==> src/rtl/gcd_requester_if.sv <==
// Operand/result handshake bundle between the GCD requester (master) and responder (slave).
interface gcd_requester_if #(
    parameter int WIDTH = 16
);
    logic             req;
    logic [WIDTH-1:0] AB;
    logic             ack;
    logic [WIDTH-1:0] C;

    modport master (output req, AB, input ack, C);
    modport slave  (input req, AB, output ack, C);
endinterface

==> src/rtl/gcd_requester.sv <==
// GCD requester: serialises A then B over a 4-phase req/ack bus and captures C.
// Optional watchdog per wait state enabled by defining GCD_REQ_TIMEOUT_EN.
module gcd_requester #(
    parameter int WIDTH          = 16,
    parameter int TIMEOUT_CYCLES = 1024
) (
    input  logic             clk,
    input  logic             reset,
    input  logic             start,
    input  logic [WIDTH-1:0] op_a,
    input  logic [WIDTH-1:0] op_b,
    output logic             busy,
    output logic             done,
    output logic [WIDTH-1:0] result,
    output logic             err,
    gcd_requester_if.master  prot
);
    typedef enum logic [2:0] {IDLE, SEND_A, REL_A, SEND_B, REL_B} state_t;

    state_t           state, state_nxt;
    logic [WIDTH-1:0] a_q, b_q;
    logic             accept, zero_op, timeout;

    assign accept  = (state == IDLE) && start;
    // A zero operand would stall the responder forever, so it is resolved locally.
    assign zero_op = (op_a == '0) || (op_b == '0);

`ifdef GCD_REQ_TIMEOUT_EN
    localparam int CNT_W = $clog2(TIMEOUT_CYCLES) + 1;
    logic [CNT_W-1:0] cnt;
    logic             level_met;

    always_comb begin
        level_met = 1'b0;
        case (state)
            SEND_A, SEND_B: level_met = prot.ack;
            REL_A, REL_B:   level_met = !prot.ack;
            default:        level_met = 1'b0;
        endcase
    end

    // Abort on the cycle the counter would reach TIMEOUT_CYCLES-1 without progress.
    assign timeout = (state != IDLE) && !level_met && (cnt == CNT_W'(TIMEOUT_CYCLES - 2));

    always_ff @(posedge clk or posedge reset) begin
        if (reset)                   cnt <= '0;
        else if (state_nxt != state) cnt <= '0;
        else if (state != IDLE)      cnt <= cnt + 1'b1;
    end

    always_ff @(posedge clk or posedge reset) begin
        if (reset)        err <= 1'b0;
        else if (accept)  err <= 1'b0;
        else if (timeout) err <= 1'b1;
    end
`else
    assign timeout = 1'b0;
    assign err     = 1'b0;
`endif

    always_ff @(posedge clk or posedge reset) begin
        if (reset) state <= IDLE;
        else       state <= state_nxt;
    end

    always_comb begin
        state_nxt = state;
        case (state)
            IDLE:    if (start && !zero_op) state_nxt = SEND_A;
            SEND_A:  if (prot.ack)          state_nxt = REL_A;
            REL_A:   if (!prot.ack)         state_nxt = SEND_B;
            SEND_B:  if (prot.ack)          state_nxt = REL_B;
            REL_B:   if (!prot.ack)         state_nxt = IDLE;
            default:                        state_nxt = IDLE;
        endcase
        if (timeout) state_nxt = IDLE;
    end

    // AB stays on the operand through the release phase; responder samples until req drops.
    always_comb begin
        prot.req = 1'b0;
        prot.AB  = '0;
        busy     = (state != IDLE);
        case (state)
            SEND_A:  begin prot.req = 1'b1; prot.AB = a_q; end
            REL_A:   prot.AB = a_q;
            SEND_B:  begin prot.req = 1'b1; prot.AB = b_q; end
            REL_B:   prot.AB = b_q;
            default: ;
        endcase
    end

    always_ff @(posedge clk or posedge reset) begin
        if (reset) begin
            a_q    <= '0;
            b_q    <= '0;
            result <= '0;
            done   <= 1'b0;
        end else begin
            done <= (accept && zero_op) || ((state == REL_B) && !prot.ack) || timeout;
            if (accept) begin
                a_q <= op_a;
                b_q <= op_b;
            end
            if (accept && zero_op)                result <= op_a | op_b;
            else if (timeout)                     result <= '0;
            else if ((state == SEND_B) && prot.ack) result <= prot.C;
        end
    end
endmodule

==> src/flat_wrapper.sv <==
// flat-port wrapper written by rule: the top's interface ports become plain ports
module gcd_requester_flat 
#(
    parameter int WIDTH          = 16,
    parameter int TIMEOUT_CYCLES = 1024
)
  (clk, reset, start, op_a, op_b, busy, done, result, err, prot_req, prot_AB, prot_ack, prot_C);
  gcd_requester_if #(.WIDTH(WIDTH)) prot_i ();
  input  logic clk;
  input  logic reset;
  input  logic start;
  input  logic [WIDTH-1:0] op_a;
  input  logic [WIDTH-1:0] op_b;
  output logic busy;
  output logic done;
  output logic [WIDTH-1:0] result;
  output logic err;
  output wire logic [$bits(prot_i.req)-1:0] prot_req;
  output wire logic [$bits(prot_i.AB)-1:0] prot_AB;
  input wire logic [$bits(prot_i.ack)-1:0] prot_ack;
  input wire logic [$bits(prot_i.C)-1:0] prot_C;
  assign prot_req = prot_i.req;
  assign prot_AB = prot_i.AB;
  assign prot_i.ack = prot_ack;
  assign prot_i.C = prot_C;
  gcd_requester #(.WIDTH(WIDTH), .TIMEOUT_CYCLES(TIMEOUT_CYCLES)) u_core (.clk(clk), .reset(reset), .start(start), .op_a(op_a), .op_b(op_b), .busy(busy), .done(done), .result(result), .err(err), .prot(prot_i));
endmodule
==> config.mk <==
export PLATFORM = sky130hd
export DESIGN_NAME = gcd_requester_flat
export DESIGN_NICKNAME = d
export VERILOG_FILES = /design/src/rtl/gcd_requester_if.sv /design/src/rtl/gcd_requester.sv /design/src/flat_wrapper.sv
export SDC_FILE = /design/constraint.sdc
export NUM_CORES = 1
export LEC_CHECK = 0
export ABC_AREA = 0
export BUFFER_PORTS_ARGS = -buffer_cell sky130_fd_sc_hd__buf_2
export CELL_PAD_IN_SITES_DETAIL_PLACEMENT = 2
export CELL_PAD_IN_SITES_GLOBAL_PLACEMENT = 2
export CORE_ASPECT_RATIO = 0.5
export CORE_MARGIN = 5
export CORE_UTILIZATION = 34
export DETAILED_ROUTE_END_ITERATION = 8
export GPL_TIMING_DRIVEN = 0
export PLACE_DENSITY = 0.94
export SYNTH_ARGS = -nofsm -noshare
export SYNTH_HDL_FRONTEND = slang
export SYNTH_SLANG_ARGS = --single-unit
==> constraint.sdc <==
create_clock -name clk -period 4.3 [get_ports clk]
set_clock_uncertainty 0.15 [all_clocks]
set_input_delay 0.215 -clock clk [delete_from_list [all_inputs] [get_ports clk]]
set_output_delay 0.215 -clock clk [all_outputs]
set_load 0.1 [all_outputs]
# Word-level counts from Yosys, hierarchy flattened
# Index checks and enable logic that the tools add are counted.
[totals]
register_bits = 52
input_bits = 52
wordCells = 43
[op_classes]
eq_ne = 9
muxes = 10
n_bitwise = 1
n_reduce_logical = 18
[ops]
columns = ["op", "n"]
rows = [
  ["$logic_not A16 Y1", 2],
  ["$mux W16", 2],
  ["$pmux W16 S2", 1],
  ["$or A16 B16 Y16", 1],
  ["$mux W3", 5],
  ["$pmux W3 S5", 1],
  ["$ne A2 B2 Y1 const B", 5],
  ["$eq A3 B2 Y1 const B", 2],
  ["$reduce_or A2 Y1", 3],
  ["$logic_and A1 B1 Y1", 5],
  ["$reduce_and A5 Y1", 1],
  ["$eq A3 B1 Y1 const B", 1],
  ["$eq A3 B3 Y1 const B", 1],
  ["$logic_not A3 Y1", 1],
  ["$reduce_bool A3 Y1", 1],
  ["$logic_not A1 Y1", 2],
  ["$logic_or A1 B1 Y1", 2],
  ["$reduce_bool A2 Y1", 1],
  ["$mux W1", 1],
]

# Depth between registers and ports, before layout
[depth]
word_depth = 6
depth_mapped = 7
mapped_depth_nobuf = 4

# Least setup slack after synthesis
# Ideal clock, no wire load.
[synth_path]
path_type = "register to output"
from = "reg u_core.state[2]"
to = "out prot_AB[0]"
t_arrival_ns = 3.279
t_required_ns = 3.935
setup_slack_ns = 0.656
path_stages_with_launch = 6
n_path_buf = 1
path_cell_list = "dfrtp_1 -> nor2b_1 -> nand2_1 -> o21ai_1 -> buf_2 -> a22o_1"
[synth_between]
elab_chain_len = 3
elab_cells_between_ends = 7
[synth_rtl]
columns = ["item", "line_no", "text"]
rows = [
  ["start: declaration", "gcd_requester.sv:20", "state_t state, state_nxt;"],
  ["start signal: assignment", "gcd_requester.sv:63", "else state <= state_nxt;"],
  ["$eq A3 B2 Y1 (tied with other cells)", "gcd_requester.sv:84", "case (state)"],
  ["$reduce_or A2 Y1 (no line)", "--", ""],
  ["$pmux W16 S2 (*)", "gcd_requester.sv:84", ""],
  ["end: declaration", "flat_wrapper.sv:19", "output wire logic [$bits(prot_i.AB)-1:0] prot_AB;"],
]
# Mark *: on every way between the ends. The rest lies on a longest branch, timed or not.

# Final worst setup path
[layout_path]
from = "reg u_core.state[0]"
to = "out prot_AB[2]"
# Same word-level chain as after synthesis.

==> results by group <==
Timing
  – Min Hold Slack: 0.0435 ns
  – Worst-Margin Slew: 0.886 ns
  – Sum Neg Setup Slack: 0 ns
  – RSZ-0062 raised after global routing: no
  – Slew HR: 40.5%
  – Final setup violation count: 0
  – Minimum clock period: 3.01 ns
  – Final Max Tran Viols: 0
  – Final hold violation count: 0
  – Period utilization: 70.0%
  – Max Fclk: 332 MHz

Global routing
  – Number of global-route vias before repair: 2397
  – Grt total ovfl: 0
  – Initial antenna violation count: 0
  – Largest net degree at the start of global routing: 45
  – Total Routing Usage GR: 21.1%
  – First-pass GRT wire length: 14600 um

Clock network
  – CTS clk-pin slew, worst paths: 0.07 ns
  – Worst-Skew Late Latency: 0.29 ns
  – Htree depth: 2
  – CTS sink cnt: 52
  – CTS tree: yes
  – CTS root buf: clkbuf_16
  – TritonCTS buffer count: 5
  – Clock Path Buffers: 2
  – PostCTS Resize Cnt: 0

Worst setup path
  – CP Capture Type: output pin
  – CP max FO: 10
  – Most used cell, CP: buf_2
  – Crit start category: register
  – Worst path required time: 3.93 ns
  – Crit Path Class: reg2out
  – Critical Path AT: 2.65 ns
  – Slowest cell on crit path: o21ai_1
  – CP Cell Sequence: nor2b_1 > nand2_1 > o21ai_1 > buf_2 > a22o_1 > buf_2
  – CP max stage delay: 0.48 ns

Routing
  – Routed WL: 9220 um
  – Iter 0 DRT Violations: 145
  – Routed vias/inst: 5.33
  – Avg WL per Cell: 24.4 um
  – Vias: 2016
  – ANT nets after route: 0
  – First-pass iteration count of the detailed router: 4
  – DRC viols: 0

Floorplanning
  – Top Ports: 88
  – Floorplan row count: 21
  – Die Footprint: 9160 sq um
  – Core Box Area: 6860 sq um
  – DIE HEIGHT: 70.2 um
  – Starting Density: 36.0%
  – Die X: 130 um

Synthesis
  – Post-Syn Nets: 243
  – Synth Warn #: 0
  – Synthesized cell area: 2470 sq um
  – Register area share after synthesis: 52.7%
  – Seq cells post-synth: 52
  – Synth unique cells: 27
  – Syn_area_per_cell: 12.9 sq um
  – Syn Inst Count: 191

Place
  – Inst Count DP: 370
  – HPWL after DPL: 6590 um
  – Final Wtd Congestion: 0.871
  – Port Buffer Count: 86

Min path
  – Hold WC Path Type: in2reg

Cells and area
  – # fillers: 697
  – Sequential cell area: 1300 sq um
  – NumNets Final: 338
  – Area of the multi-input gates: 1080 sq um
  – Final std cells w/o fill: 378
  – Commonest non-fill, non-tap cell in the layout: buf_2
  – Share of cells above drive strength 1: 49.0%
  – Leading cell types in the layout, fill and taps excluded: 91 x buf_2, 52 x dfrtp_1, 32 x mux2_2, 32 x mux2i_1, 21 x nor2_1
  – Layout Utilization: 47.1%
  – Antenna fix cells: 0
  – Area growth from synthesis to layout: 30.8%

Status
  – Outcome: completed

Run
  – Max-cap violations: 0
[sequential cells by signal, indices dropped and copies added, names as in the netlist]
name / count
u_core.a_q: 16
u_core.b_q: 16
u_core.result: 16
u_core.state: 3
u_core.done: 1
[final timing paths]
path                                  from  cells after the start  slack, ns                to
setup / recovery           u_core.state[0]                      6       1.29        prot_AB[2]
hold / removal                    op_b[11]                      2       0.04    u_core.b_q[11]
setup reg to reg           u_core.state[1]                      7       2.16  u_core.result[8]
hold reg to reg              u_core.b_q[5]                      1       0.37     u_core.b_q[5]
max in group asynchronous            reset                      4       3.26     u_core.a_q[2]
min in group asynchronous            reset                      3       0.24   u_core.state[1]
[through the flow]
step,setup WS [ns],area [sq um]
floorplan,0.656,2470
global placement,1.74,3010
detailed placement,1.67,3030
CTS,1.29,3230
global route,1.20,3230
finish,1.29,3230
[critical path, delay by kind of cell, from the launching register on]
family / cells / cell delay (ns)
compound gates: 2 / 0.67
buf+inv: 2 / 0.82
flops: 1 / 0.45
simple gates: 2 / 0.41
[timing repair]
item / CTS / global route
hold endpoints to repair: 52 / 0
hold buffers: 1 / 0
setup buffers: 0 / 0
[cell families after synthesis]
family,synth area share (%)
muxes,27.6
DFF,52.7
and+or+nand+nor,8.11
AOI/OAI and AO/OA,7.05
buffers and inverters,3.65
xor gates and xnor gates,0.710
other,0.152
[cell type report]
type | count | area share (%)
timing repair buffer | 88 | 14.3
multi-input combinational | 126 | 33.3
inverter | 3 | 0.349
clock inverter | 2 | 1.86
buffer | 10 | 2.44
clock buffer | 5 | 3.88
tap | 92 | 3.57
sequential | 52 | 40.3
[cell usage after synthesis]
library cell | instances | share of area (%)
a21boi_2 | 1 | 0.46
a22o_1 | 16 | 5.7
buf_6 | 2 | 0.91
nand2b_1 | 1 | 0.25
or3_4 | 1 | 0.46
nand3_2 | 1 | 0.41
a31o_1 | 1 | 0.36
conb_1 | 1 | 0.15
nand2_1 | 2 | 0.30
nor4_1 | 8 | 2.0
buf_4 | 1 | 0.30
dfrtp_1 | 52 | 53
mux2_2 | 32 | 15
xnor2_1 | 1 | 0.36
nor2_4 | 1 | 0.46
clkbuf_1 | 1 | 0.15
inv_1 | 3 | 0.46
buf_12 | 1 | 0.81
and2_1 | 1 | 0.25
nand4_1 | 2 | 0.51
o21ai_1 | 1 | 0.20
buf_2 | 5 | 1.0
nor2b_1 | 1 | 0.25
mux2i_1 | 32 | 13
nor2_1 | 21 | 3.2
xor2_1 | 1 | 0.36
a41oi_1 | 1 | 0.36
[routing by layer]
| metal | up-vias | global-route usage [%] | share of wire (%) |
|---|---|---|---|
| li1 | 881 | - | - |
| met1 | 1053 | 26.4 | 43 |
| met2 | 66 | 36.0 | 50 |
| met3 | 16 | 4.87 | 4.3 |
| met4 | 0 | 6.39 | 2.3 |
| met5 | - | 0 | 0 |
Power is not shown: default switching activity piles up to over one toggle a cycle in this logic, so the estimate is an artifact.
